--- src/rtl/inst_loader.sv ---
// Program loader: packs UART bytes big-endian into instruction words and writes
// them to consecutive instruction-memory addresses until the HALT word is written.
`ifndef ADDRWIDTH
`define ADDRWIDTH 10
`endif

module inst_loader #(
    parameter int unsigned          NB_DATA   = 32,
    parameter int unsigned          N_BITS    = 8,
    parameter int unsigned          NB_ADDR   = `ADDRWIDTH,
    parameter logic [NB_DATA-1:0]   HALT_WORD = {NB_DATA{1'b1}}
) (
    input  logic                 clock_i,
    input  logic                 reset_i,
    input  logic                 start_i,
    input  logic                 rx_done_i,
    input  logic [N_BITS-1:0]    rx_data_i,
    output logic                 en_write_o,
    output logic [NB_ADDR-1:0]   wr_addr_o,
    output logic [NB_DATA-1:0]   inst_load_o,
    output logic                 busy_o,
    output logic                 done_o,
    output logic                 error_o,
    output logic [NB_ADDR:0]     word_count_o
);

    localparam int unsigned NB_IDX = 2;
    localparam int unsigned NB_CNT = NB_ADDR + 1;
    localparam logic [NB_IDX-1:0]  IDX_LAST  = '1;
    localparam logic [NB_ADDR-1:0] ADDR_LAST = '1;

    typedef enum logic [2:0] {
        IDLE  = 3'd0,
        RECV  = 3'd1,
        WRITE = 3'd2,
        DONE  = 3'd3,
        ERROR = 3'd4
    } state_t;

    state_t               r_state, w_state;
    logic [NB_IDX-1:0]    r_idx, w_idx;
    logic [NB_DATA-1:0]   r_shift, w_shift;
    logic [NB_ADDR-1:0]   r_addr, w_addr;
    logic [NB_CNT-1:0]    r_count, w_count;
    logic                 r_en_write, w_en_write;
    logic [NB_ADDR-1:0]   r_wr_addr, w_wr_addr;
    logic [NB_DATA-1:0]   r_inst, w_inst;
    logic                 r_busy, w_busy;
    logic                 r_done, w_done;
    logic                 r_error, w_error;
    logic [NB_DATA-1:0]   w_shifted;

    // Newest byte enters at the bottom, so after four bytes the first sits at the top.
    assign w_shifted = {r_shift[NB_DATA-N_BITS-1:0], rx_data_i};

    always_ff @(posedge clock_i) begin
        if (reset_i) begin
            r_state    <= IDLE;
            r_idx      <= '0;
            r_shift    <= '0;
            r_addr     <= '0;
            r_count    <= '0;
            r_en_write <= 1'b0;
            r_wr_addr  <= '0;
            r_inst     <= '0;
            r_busy     <= 1'b0;
            r_done     <= 1'b0;
            r_error    <= 1'b0;
        end else begin
            r_state    <= w_state;
            r_idx      <= w_idx;
            r_shift    <= w_shift;
            r_addr     <= w_addr;
            r_count    <= w_count;
            r_en_write <= w_en_write;
            r_wr_addr  <= w_wr_addr;
            r_inst     <= w_inst;
            r_busy     <= w_busy;
            r_done     <= w_done;
            r_error    <= w_error;
        end
    end

    always_comb begin
        w_state    = r_state;
        w_idx      = r_idx;
        w_shift    = r_shift;
        w_addr     = r_addr;
        w_count    = r_count;
        w_en_write = 1'b0;
        w_wr_addr  = r_wr_addr;
        w_inst     = r_inst;
        w_done     = r_done;
        w_error    = r_error;

        case (r_state)
            IDLE, DONE, ERROR: begin
                if (start_i) begin
                    w_state = RECV;
                    w_idx   = '0;
                    w_addr  = '0;
                    w_count = '0;
                    w_done  = 1'b0;
                    w_error = 1'b0;
                end
            end
            RECV: begin
                if (rx_done_i) begin
                    w_shift = w_shifted;
                    if (r_idx == IDX_LAST) begin
                        w_state    = WRITE;
                        w_idx      = '0;
                        w_en_write = 1'b1;
                        w_wr_addr  = r_addr;
                        w_inst     = w_shifted;
                    end else begin
                        w_idx = r_idx + NB_IDX'(1);
                    end
                end
            end
            WRITE: begin
                w_count = r_count + NB_CNT'(1);
                // A byte landing in the write cycle starts the next word.
                if (rx_done_i) begin
                    w_shift = w_shifted;
                    w_idx   = NB_IDX'(1);
                end
                if (r_inst == HALT_WORD) begin
                    w_state = DONE;
                    w_done  = 1'b1;
                end else if (r_addr == ADDR_LAST) begin
                    w_state = ERROR;
                    w_error = 1'b1;
                end else begin
                    w_state = RECV;
                    w_addr  = r_addr + NB_ADDR'(1);
                end
            end
            default: w_state = IDLE;
        endcase

        w_busy = (w_state == RECV) || (w_state == WRITE);
    end

    assign en_write_o   = r_en_write;
    assign wr_addr_o    = r_wr_addr;
    assign inst_load_o  = r_inst;
    assign busy_o       = r_busy;
    assign done_o       = r_done;
    assign error_o      = r_error;
    assign word_count_o = r_count;

endmodule

--- config.mk ---
export PLATFORM = sky130hd
export DESIGN_NAME = inst_loader
export DESIGN_NICKNAME = d
export VERILOG_FILES = /design/src/rtl/inst_loader.sv
export SDC_FILE = /design/constraint.sdc
export NUM_CORES = 1
export LEC_CHECK = 0
export BUFFER_PORTS_ARGS = -buffer_cell sky130_fd_sc_hd__clkbuf_2
export CAP_MARGIN = 20
export CORE_MARGIN = 2
export CORE_UTILIZATION = 60
export DETAILED_ROUTE_END_ITERATION = 8
export PLACE_DENSITY = 0.86
export SLEW_MARGIN = 20
export SYNTH_ARGS = -nofsm -noshare
export SYNTH_HDL_FRONTEND = slang
export SYNTH_SLANG_ARGS = --single-unit
--- constraint.sdc ---
create_clock -name clock_i -period 5.1 [get_ports clock_i]
set_input_delay 0.51 -clock clock_i [delete_from_list [all_inputs] [get_ports clock_i]]
set_output_delay 0.51 -clock clock_i [all_outputs]
set_load 0.01 [all_outputs]
==> flow_summary_export.csv, run 1 <==
group,metric,value,unit
floorplan,dieWidth,85.5,µm
global_routing,grt_remaining_overflow,0,
route,antenna_left,0,
cts,clk_pin_slew,0.10,ns
floorplan,die_h,85.5,µm
place,gp_congestion,0.919,
sta,finalHoldViolations,0,
route,wire_per_inst,14.2,µm
synthesis,synth_nets,509,
power_and_ir_drop,power_density,289,nW/µm²
sta,fmax,0.452,GHz
setup_path,cp.arrival,2.42,ns
setup_path,reg2regPathDepth,4,
finish,layout.cells.non_filler,623,
sta,rsz0062_at_grt,"no",
setup_path,cp_max_fo,19,
setup_path,start_kind,"register",
sta,setup_viol,0,
finish,final_cell_mix,"144 x nand2_1, 96 x dfxtp_1, 82 x a21oi_1",
global_routing,grt_pass1_vias,3188,
place,place_inst,607,
synthesis,synth-edff-count,0,
cts,worstSkewPairLatency,0.37,ns
finish,final_util,69.7,%
synthesis,synth-main-ff-cell,"dfxtp_1",
cts,post_cts_buffers,0,
global_routing,track_usage,25.1,%
cts,cts_hold_buf,0,
synthesis,synthesis.area,3980,µm²
sta,fin_tns_setup,0,ns
cts,cts_max_path_buffers,2,
floorplan,die_area,7310,µm²
finish,drive_above_1_share,18.1,%
global_routing,antenna_found_initial,0,
sta,min_period_over_period,43.4,%
global_routing,grt_pass1_wl,14.8,mm
cts,clock-sinks,96,
place,dp_hpwl,5.95,mm
finish,seqCellArea,1920,µm²
synthesis,async_flop_share,0,%
route,vias,3556,
sta,slew_violations,0,
floorplan,rows,29,
finish,diodes,0,
route,drt_first_pass_iters,5,
sta,fin_skew,0.0165,ns
finish,layout_commonest_cell,"nand2_1",
synthesis,synthDistinctLibCells,50,
power_and_ir_drop,leakagePower,1.65,nW
worst_hold_path,hold_depth,3,
route,drtIter0Drc,235,
sta,final.min_clock_period,2.21,ns
synthesis,synth_warnings,0,
floorplan,start_util,62.4,%
route,routed_wl,8.82,mm
cts,cts_inserted_buffers,9,
setup_path,critPathRequiredTime,5.31,ns
cts,cts-resized-gates,0,
floorplan,ioPinCount,69,
cts,htreeDepth,3,
synthesis,syn_area_per_cell,8.06,µm²
finish,stdcell_area,4450,µm²
route,drc_errors,0,
power_and_ir_drop,max-vdd-ir-drop,0.201,mV
synthesis,ys_seq_area_share,48.3,%
outcome,status,"completed",
sta,worst_slew_pin_slew,0.925,ns
worst_hold_path,hold_class,"in -> reg",
finish,multi_input_area,1870,µm²
place,port_buffers,68,
route,vias_per_cell,5.71,
finish,syn2layout_area_growth,11.8,%
floorplan,coreArea,6390,µm²
cts,cts_tree,"yes",
synthesis,ys_ff_latch,96,
synthesis,synthCells,494,
flow_run,maxCapViolations,0,
place,dpl-instance-area,4260,µm²
finish,fillers,533,
setup_path,path_class,"reg -> reg",
finish,final_nets,556,
sta,max_slew_margin,38.2,%
global_routing,grt_start_max_net_pins,89,
setup_path,cp-end-kind,"register",
cts,clock-root-buffer,"clkbuf_8",
-- through the flow --
step                total power [W]  setup slack [ns]  hold WS (ns)
global route                0.00133              2.71         0.380
finish                      0.00129              2.89         0.377
detailed placement         0.000832              2.95         0.445
global placement           0.000831              3.01         0.440
floorplan                  0.000820              3.25         0.432
CTS                         0.00130              2.91         0.366
-- power by group --
group / total [W] / switching [W] / internal (W)
logic: 0.0000544 / 0.0000380 / 0.0000164
clock network: 0.000473 / 0.000285 / 0.000188
registers: 0.000760 / 0.00000551 / 0.000755
total: 0.00129 / 0.000328 / 0.000959
-- area by class of cell --
class	count	area share, %
clock buffers	9	2.78
clock inverters	7	1.49
inverters	4	0.337
multi-input cells	359	41.9
flip-flops and latches	96	43.2
well taps	77	2.16
repair buffers	71	8.15
-- synthesized netlist by cell type (2+ instances only) --
master,n,share of area [%]
o41ai_1,2,0.44
nand4_1,12,1.9
nand3_1,9,1.1
or2b_1,2,0.38
o31ai_1,3,0.57
mux2i_1,2,0.50
o31a_1,3,0.66
clkbuf_1,20,1.9
dfxtp_1,96,48
o21ai_0,10,1.3
o211ai_1,3,0.57
buf_2,11,1.4
nand2_1,144,14
a22oi_1,3,0.57
a31oi_1,2,0.31
inv_1,4,0.38
and4_1,4,0.88
clkbuf_8,2,0.69
and3_1,6,0.94
nor2_1,23,2.2
a21oi_1,82,10
buf_6,2,0.57
nor4_1,4,0.63
a211oi_1,4,0.75
o21a_1,4,0.75
ha_1,3,0.94
or2_2,2,0.31
nand3b_1,4,0.75
and2_1,2,0.31
or4_1,6,1.1
-- state kept, by name, summed over array words and instances (netlist names), 2 cells and up --
signal,flops
r_state,3
r_addr,10
wr_addr_o,10
inst_load_o,32
r_idx,2
r_shift,24
word_count_o,11
-- worst max-delay path, stage by stage, from the launching register on --
cell     delay, ns
dfxtp_1       0.58
nor3b_2       0.60
and3_1        0.63
or4_1         0.20
a21oi_1       0.05
-- worst paths after layout --
check | slack [ns] | start | endpoint
worst max register to register | 2.89 | r_state[1]$_SDFF_PP0_ | r_addr[0]$_SDFFE_PP0P_
worst max-delay path | 2.89 | r_state[1]$_SDFF_PP0_ | r_addr[0]$_SDFFE_PP0P_
worst min-delay path | 0.38 | rx_data_i[2] | inst_load_o[2]$_SDFFE_PP0P_
worst min register to register | 0.46 | r_shift[19]$_SDFFE_PP0P_ | inst_load_o[27]$_SDFFE_PP0P_
-- cell families (layout without fill, tap and decap cells) --
logic type / count (synthesis) / after routing / share of synthesized area [%]
AO/OA/AOI/OAI: 121 / 121 / 17.8
XOR/XNOR: 1 / 1 / 0.220
adder cells (fa/ha/maj): 3 / 3 / 0.943
buffers and inverters: 39 / 91 / 4.90
flip-flops: 96 / 96 / 48.3
multiplexers: 4 / 4 / 1.07
AND/OR/NAND/NOR: 230 / 230 / 26.8
-- per-layer routing --
| metal | vias up | GRT usage (%) | wire, µm |
|---|---|---|---|
| met5 | - | 0 | 0 |
| met4 | 0 | 7.50 | 88 |
| met3 | 7 | 5.93 | 535 |
| met2 | 115 | 39.8 | 4140 |
| met1 | 1636 | 34.2 | 4050 |
| li1 | 1798 | - | - |
No activity file was read; power rests on OpenSTA's default activity.
==> inputs of run 2 (changes only) <==
--- a/config.mk
+++ b/config.mk
@@ -8,9 +8,9 @@
 export BUFFER_PORTS_ARGS = -buffer_cell sky130_fd_sc_hd__clkbuf_2
 export CAP_MARGIN = 20
 export CORE_MARGIN = 2
-export CORE_UTILIZATION = 60
+export CORE_UTILIZATION = 55
 export DETAILED_ROUTE_END_ITERATION = 8
-export PLACE_DENSITY = 0.86
+export PLACE_DENSITY = 0.8
 export SLEW_MARGIN = 20
 export SYNTH_ARGS = -nofsm -noshare
 export SYNTH_HDL_FRONTEND = slang
==> constraint.sdc (replaced) <==
create_clock -name clock_i -period 2.3 [get_ports clock_i]
set_input_delay 0.23 -clock clock_i [delete_from_list [all_inputs] [get_ports clock_i]]
set_output_delay 0.23 -clock clock_i [all_outputs]
set_load 0.01 [all_outputs]
==> run 2 against run 1 <==
Compared with the run above:
- wire length increased by 3.7%
- via count up 3.1%
- clock skew is 0.0031 ns lower
- non-clock buffer count up 7
- register-to-register slack got worse by 2.6 ns
- sequential share of layout area fell by 1.1 points
- fmax is 8.3% higher
- sequential power increased by 120%
- largest power group unchanged
==> flow_summary_export.csv, run 2 (synthesized netlist as in run 1, its figures left out) <==
group,metric,value,unit
worst_hold_path,hold_class,"in -> reg",
route,drc_errors,0,
finish,largest_register_ff_count,32,
flow_run,maxCapViolations,0,
sta,slew_violations,0,
global_routing,grt_pass1_vias,3129,
route,wire_per_inst,14.0,µm
floorplan,die_area,7940,µm²
finish,drive_above_1_share,19.2,%
setup_path,cp-end-kind,"register",
cts,htreeDepth,3,
finish,multi_input_area,1870,µm²
cts,clock-root-buffer,"clkbuf_8",
outcome,status,"completed",
sta,finalHoldViolations,0,
finish,diodes,0,
finish,final_nets,563,
power_and_ir_drop,power_density,650,nW/µm²
global_routing,track_usage,23.4,%
setup_path,cp_slowest_cell,"dfxtp_1",
route,vias_per_cell,5.62,
route,antenna_left,0,
cts,cts-resized-gates,0,
global_routing,grt_start_max_net_pins,66,
floorplan,ioPinCount,69,
setup_path,critPathRequiredTime,2.60,ns
sta,setup_viol,0,
cts,worstSkewPairLatency,0.36,ns
cts,post_cts_buffers,0,
place,dp_hpwl,6.32,mm
route,topRoutingLayerUsed,"met4",
route,routed_wl,9.14,mm
global_routing,grt_pass1_wl,14.7,mm
setup_path,path_cells,"or2b_1 > o21ai_4 > nor2_2 > or4_1 > a21oi_1",
cts,cts_hold_buf,0,
sta,max_slew_margin,57.7,%
power_and_ir_drop,max-vdd-ir-drop,0.386,mV
finish,syn2layout_area_growth,14.7,%
setup_path,cp_max_fo,14,
floorplan,die_h,89.1,µm
place,port_buffers,68,
sta,fin_tns_setup,0,ns
finish,stdcell_area,4570,µm²
power_and_ir_drop,leakagePower,1.70,nW
route,drt_first_pass_iters,4,
cts,clock-sinks,96,
sta,worst_slew_pin_slew,0.634,ns
sta,fin_skew,0.0133,ns
setup_path,cpPeakStageDelay,0.55,ns
sta,rsz0062_at_grt,"no",
route,vias,3666,
setup_path,start_kind,"register",
route,drtIter0Drc,253,
sta,final.min_clock_period,2.04,ns
setup_path,cp.arrival,2.34,ns
cts,cts_max_path_buffers,2,
place,dpl-instance-area,4350,µm²
floorplan,coreArea,7140,µm²
floorplan,start_util,55.8,%
cts,clk_pin_slew,0.10,ns
sta,min_period_over_period,88.9,%
finish,fillers,634,
place,gp_congestion,0.870,
global_routing,grt_remaining_overflow,0,
route,dr_wl_met3,498,µm
floorplan,rows,31,
floorplan,dieWidth,89.1,µm
route,m1WireLength,4.19,mm
global_routing,antenna_found_initial,0,
finish,seqCellArea,1920,µm²
setup_path,path_class,"reg -> reg",
route,met2_length,4.31,mm
cts,cts_inserted_buffers,9,
cts,cts_tree,"yes",
sta,fmax,0.489,GHz
finish,layout_commonest_cell,"nand2_1",
finish,final_cell_mix,"144 x nand2_1, 96 x dfxtp_1, 82 x a21oi_1",
## run 2: final cells by class
cell class,instances,area share [%]
Sequential cell,96,42.1
Inverter,4,0.329
Multi-Input combinational cell,359,40.8
Timing Repair Buffer,78,9.37
Clock buffer,10,3.01
Tap cell,99,2.71
Clock inverter,6,1.67
## run 2: metrics by stage
stage	util, %	hold WS (ns)	cells	setup slack (ns)	power [W]
finish	64.0	0.0969	652	0.256	0.00297
global route	64.0	0.0994	652	0.158	0.00308
CTS	64.0	0.0811	652	0.280	0.00299
detailed placement	61.0	0.445	636	0.307	0.00185
global placement	61.0	0.442	636	0.387	0.00185
floorplan	-	0.366	494	0.528	0.00182
## run 2: worst paths after layout
check / startpoint / cells after the start / end / slack [ns]
min reg2reg: wr_addr_o[6]$_SDFFE_PP0P_ / 2 / wr_addr_o[6]$_SDFFE_PP0P_ / 0.46
max reg2reg: r_state[0]$_SDFF_PP0_ / 5 / r_addr[9]$_SDFFE_PP0P_ / 0.26
min: rx_data_i[0] / 3 / r_shift[0]$_SDFFE_PP0P_ / 0.1
max: r_state[0]$_SDFF_PP0_ / 5 / r_addr[9]$_SDFFE_PP0P_ / 0.26
## run 2: report_power, final
part           leakage [nW]  internal (W)  switching, W
Clock                 0.103      0.000549      0.000609
Sequential            0.774       0.00167     0.0000126
Combinational         0.824     0.0000399     0.0000868
Total                  1.70       0.00226      0.000708
## run 2: layer usage
| metal | vias up | track usage [%] |
|---|---|---|
| met4 | 0 | 9.63 |
| met5 | - | 0 |
| met1 | 1734 | 32.6 |
| met3 | 14 | 4.06 |
| met2 | 103 | 36.0 |
| li1 | 1815 | - |
## run 2: critical path: cells and delay by family (launching register included)
family,cells,cell delay (ns)
flip-flops,1,0.55
AND/OR/NAND/NOR,3,1.02
AO/OA/AOI/OAI,2,0.41
==> inputs of run 3 (changes only) <==
--- a/config.mk
+++ b/config.mk
@@ -11,6 +11,7 @@
 export CORE_UTILIZATION = 55
 export DETAILED_ROUTE_END_ITERATION = 8
 export PLACE_DENSITY = 0.8
+export RECOVER_POWER = 25
 export SLEW_MARGIN = 20
 export SYNTH_ARGS = -nofsm -noshare
 export SYNTH_HDL_FRONTEND = slang
==> run 3 against run 2 <==
Compared with the run above:
- critical path depth unchanged
- register-to-register slack about the same
- sequential power barely moved
- core utilization is 0.67 points lower
- count of clock-buffer cells in the layout is the same
- fmax barely moved
- via count shrank 0.33%
- setup slack about the same
- clock skew increased by 0.00075 ns
- non-clock buffer count unchanged
- combinational power barely moved
- cell area fell by 1.0%
- highest routed layer unchanged
==> flow_summary_export.csv, run 3 (synthesized netlist as in run 1, its figures left out) <==
group,metric,value,unit
outcome,status,"completed",
global_routing,grt_pass1_wl,14.7,mm
flow_run,maxCapViolations,0,
setup_path,critPathRequiredTime,2.60,ns
power_and_ir_drop,power_frac_seq,56.7,%
floorplan,coreArea,7140,µm²
floorplan,start_util,55.8,%
floorplan,die_area,7940,µm²
global_routing,grt_start_max_net_pins,66,
floorplan,rows,31,
finish,final_cell_mix,"144 x nand2_1, 96 x dfxtp_1, 82 x a21oi_1",
cts,cts_tree,"yes",
power_and_ir_drop,leakagePower,1.57,nW
route,drt_first_pass_iters,4,
sta,fin_skew,0.0141,ns
power_and_ir_drop,power.share.combinational,4.3,%
power_and_ir_drop,power.share.clock,39.0,%
global_routing,grt_pass1_vias,3129,
setup_path,cp.buffers_inverters,0,
cts,clk_pin_slew,0.10,ns
setup_path,cp_slowest_cell,"dfxtp_1",
setup_path,start_kind,"register",
setup_path,cp.arrival,2.34,ns
cts,cts-resized-gates,0,
route,vias,3654,
route,drtIter0Drc,217,
global_routing,track_usage,23.4,%
cts,htreeDepth,3,
route,wire_per_inst,14.1,µm
power_and_ir_drop,max-vdd-ir-drop,0.386,mV
sta,slew_violations,0,
place,dpl_worst_slack,0.307,ns
cts,clock-sinks,96,
sta,max_slew_margin,57.5,%
power_and_ir_drop,power_density,658,nW/µm²
finish,syn2layout_area_growth,13.5,%
place,dp_hpwl,6.32,mm
floorplan,dieWidth,89.1,µm
cts,cts_hold_buf,0,
cts,clock-root-buffer,"clkbuf_8",
place,dpl-instance-area,4350,µm²
setup_path,path_cells,"or2b_1 > o21ai_4 > nor2_2 > or4_1 > a21oi_1",
sta,fmax,0.489,GHz
sta,fin_ws,0.256,ns
setup_path,critPathTopFamily,"simple AND/OR/NAND/NOR gates",
place,gp_congestion,0.870,
power_and_ir_drop,swShare,23.9,%
power_and_ir_drop,intPower,0.00226,W
sta,fin_tns_setup,0,ns
finish,diodes,0,
sta,worst_slew_pin_slew,0.637,ns
route,routed_wl,9.21,mm
floorplan,die_h,89.1,µm
cts,cts_inserted_buffers,9,
global_routing,grt_remaining_overflow,0,
route,vias_per_cell,5.60,
finish,drive_above_1_share,12.3,%
sta,finalHoldViolations,0,
global_routing,antenna_found_initial,0,
sta,rsz0062_at_grt,"no",
finish,layout_commonest_cell,"nand2_1",
route,drc_errors,0,
sta,min_period_over_period,88.9,%
finish,largest_register_ff_count,32,
power_and_ir_drop,finalPower,0.00297,W
sta,final.min_clock_period,2.04,ns
floorplan,ioPinCount,69,
finish,final_nets,563,
sta,setup_viol,0,
cts,post_cts_buffers,0,
place,port_buffers,68,
setup_path,cpPeakStageDelay,0.55,ns
setup_path,path_class,"reg -> reg",
setup_path,cp_max_fo,14,
worst_hold_path,hold_class,"in -> reg",
setup_path,cp-end-kind,"register",
power_and_ir_drop,p_switching,0.000711,W
cts,worstSkewPairLatency,0.36,ns
route,antenna_left,0,
cts,cts_max_path_buffers,2,
finish,stdcell_area,4520,µm²
[run 3: cell count changes in the layout (fill, tap and decap cells not counted)]
cell	before	now
clkbuf_2	68	30
clkbuf_1	0	38
[run 3: area by class of cell]
cell class	instances	area (µm²)
Clock buffer	10	138
Clock inverter	6	76.3
Fill cell	651	2620
Inverter	4	15.0
Multi-Input combinational cell	359	1870
Sequential cell	96	1920
Tap cell	99	124
Timing Repair Buffer	78	380
[run 3: worst register-to-register path: cells and delay by family, from the launching register on]
| family | cells | cell delay (ns) |
|---|---|---|
| flops | 1 | 0.55 |
| compound gates | 2 | 0.41 |
| simple gates | 3 | 1.04 |
[run 3: stage by stage]
stage / hold slack (ns) / util (%) / std cells
2_1_floorplan: 0.366 / - / 494
3_3_place_gp: 0.442 / 61.0 / 636
3_5_place_dp: 0.445 / 61.0 / 636
4_1_cts: 0.0811 / 64.0 / 652
5_1_grt: 0.0994 / 63.3 / 652
6_report: 0.0964 / 63.3 / 652
[run 3: metal layers]
| layer | vias up | track usage (%) | routed length, µm |
|---|---|---|---|
| li1 | 1812 | - | - |
| met2 | 109 | 36.0 | 4340 |
| met5 | - | 0 | 0 |
| met1 | 1719 | 32.6 | 4230 |
| met3 | 14 | 4.06 | 491 |
| met4 | 0 | 9.63 | 147 |
[run 3: worst paths after layout]
| check | endpoint | slack [ns] | start | cells after the start |
|---|---|---|---|---|
| setup / recovery | r_addr[9]$_SDFFE_PP0P_ | 0.26 | r_state[0]$_SDFF_PP0_ | 5 |
| hold / removal | r_shift[0]$_SDFFE_PP0P_ | 0.1 | rx_data_i[0] | 3 |
| setup reg to reg | r_addr[9]$_SDFFE_PP0P_ | 0.26 | r_state[0]$_SDFF_PP0_ | 5 |
| hold reg to reg | wr_addr_o[6]$_SDFFE_PP0P_ | 0.46 | wr_addr_o[6]$_SDFFE_PP0P_ | 2 |
[run 3: power by group through the flow]
stage	Combinational, W	Sequential [W]	Clock, W
final	0.000127	0.00169	0.00116
after floorplan	0.0000975	0.00172	0
after global routing	0.000140	0.00169	0.00125
after global placement	0.000123	0.00172	0
after CTS	0.000126	0.00169	0.00118
after detailed placement	0.000126	0.00172	0
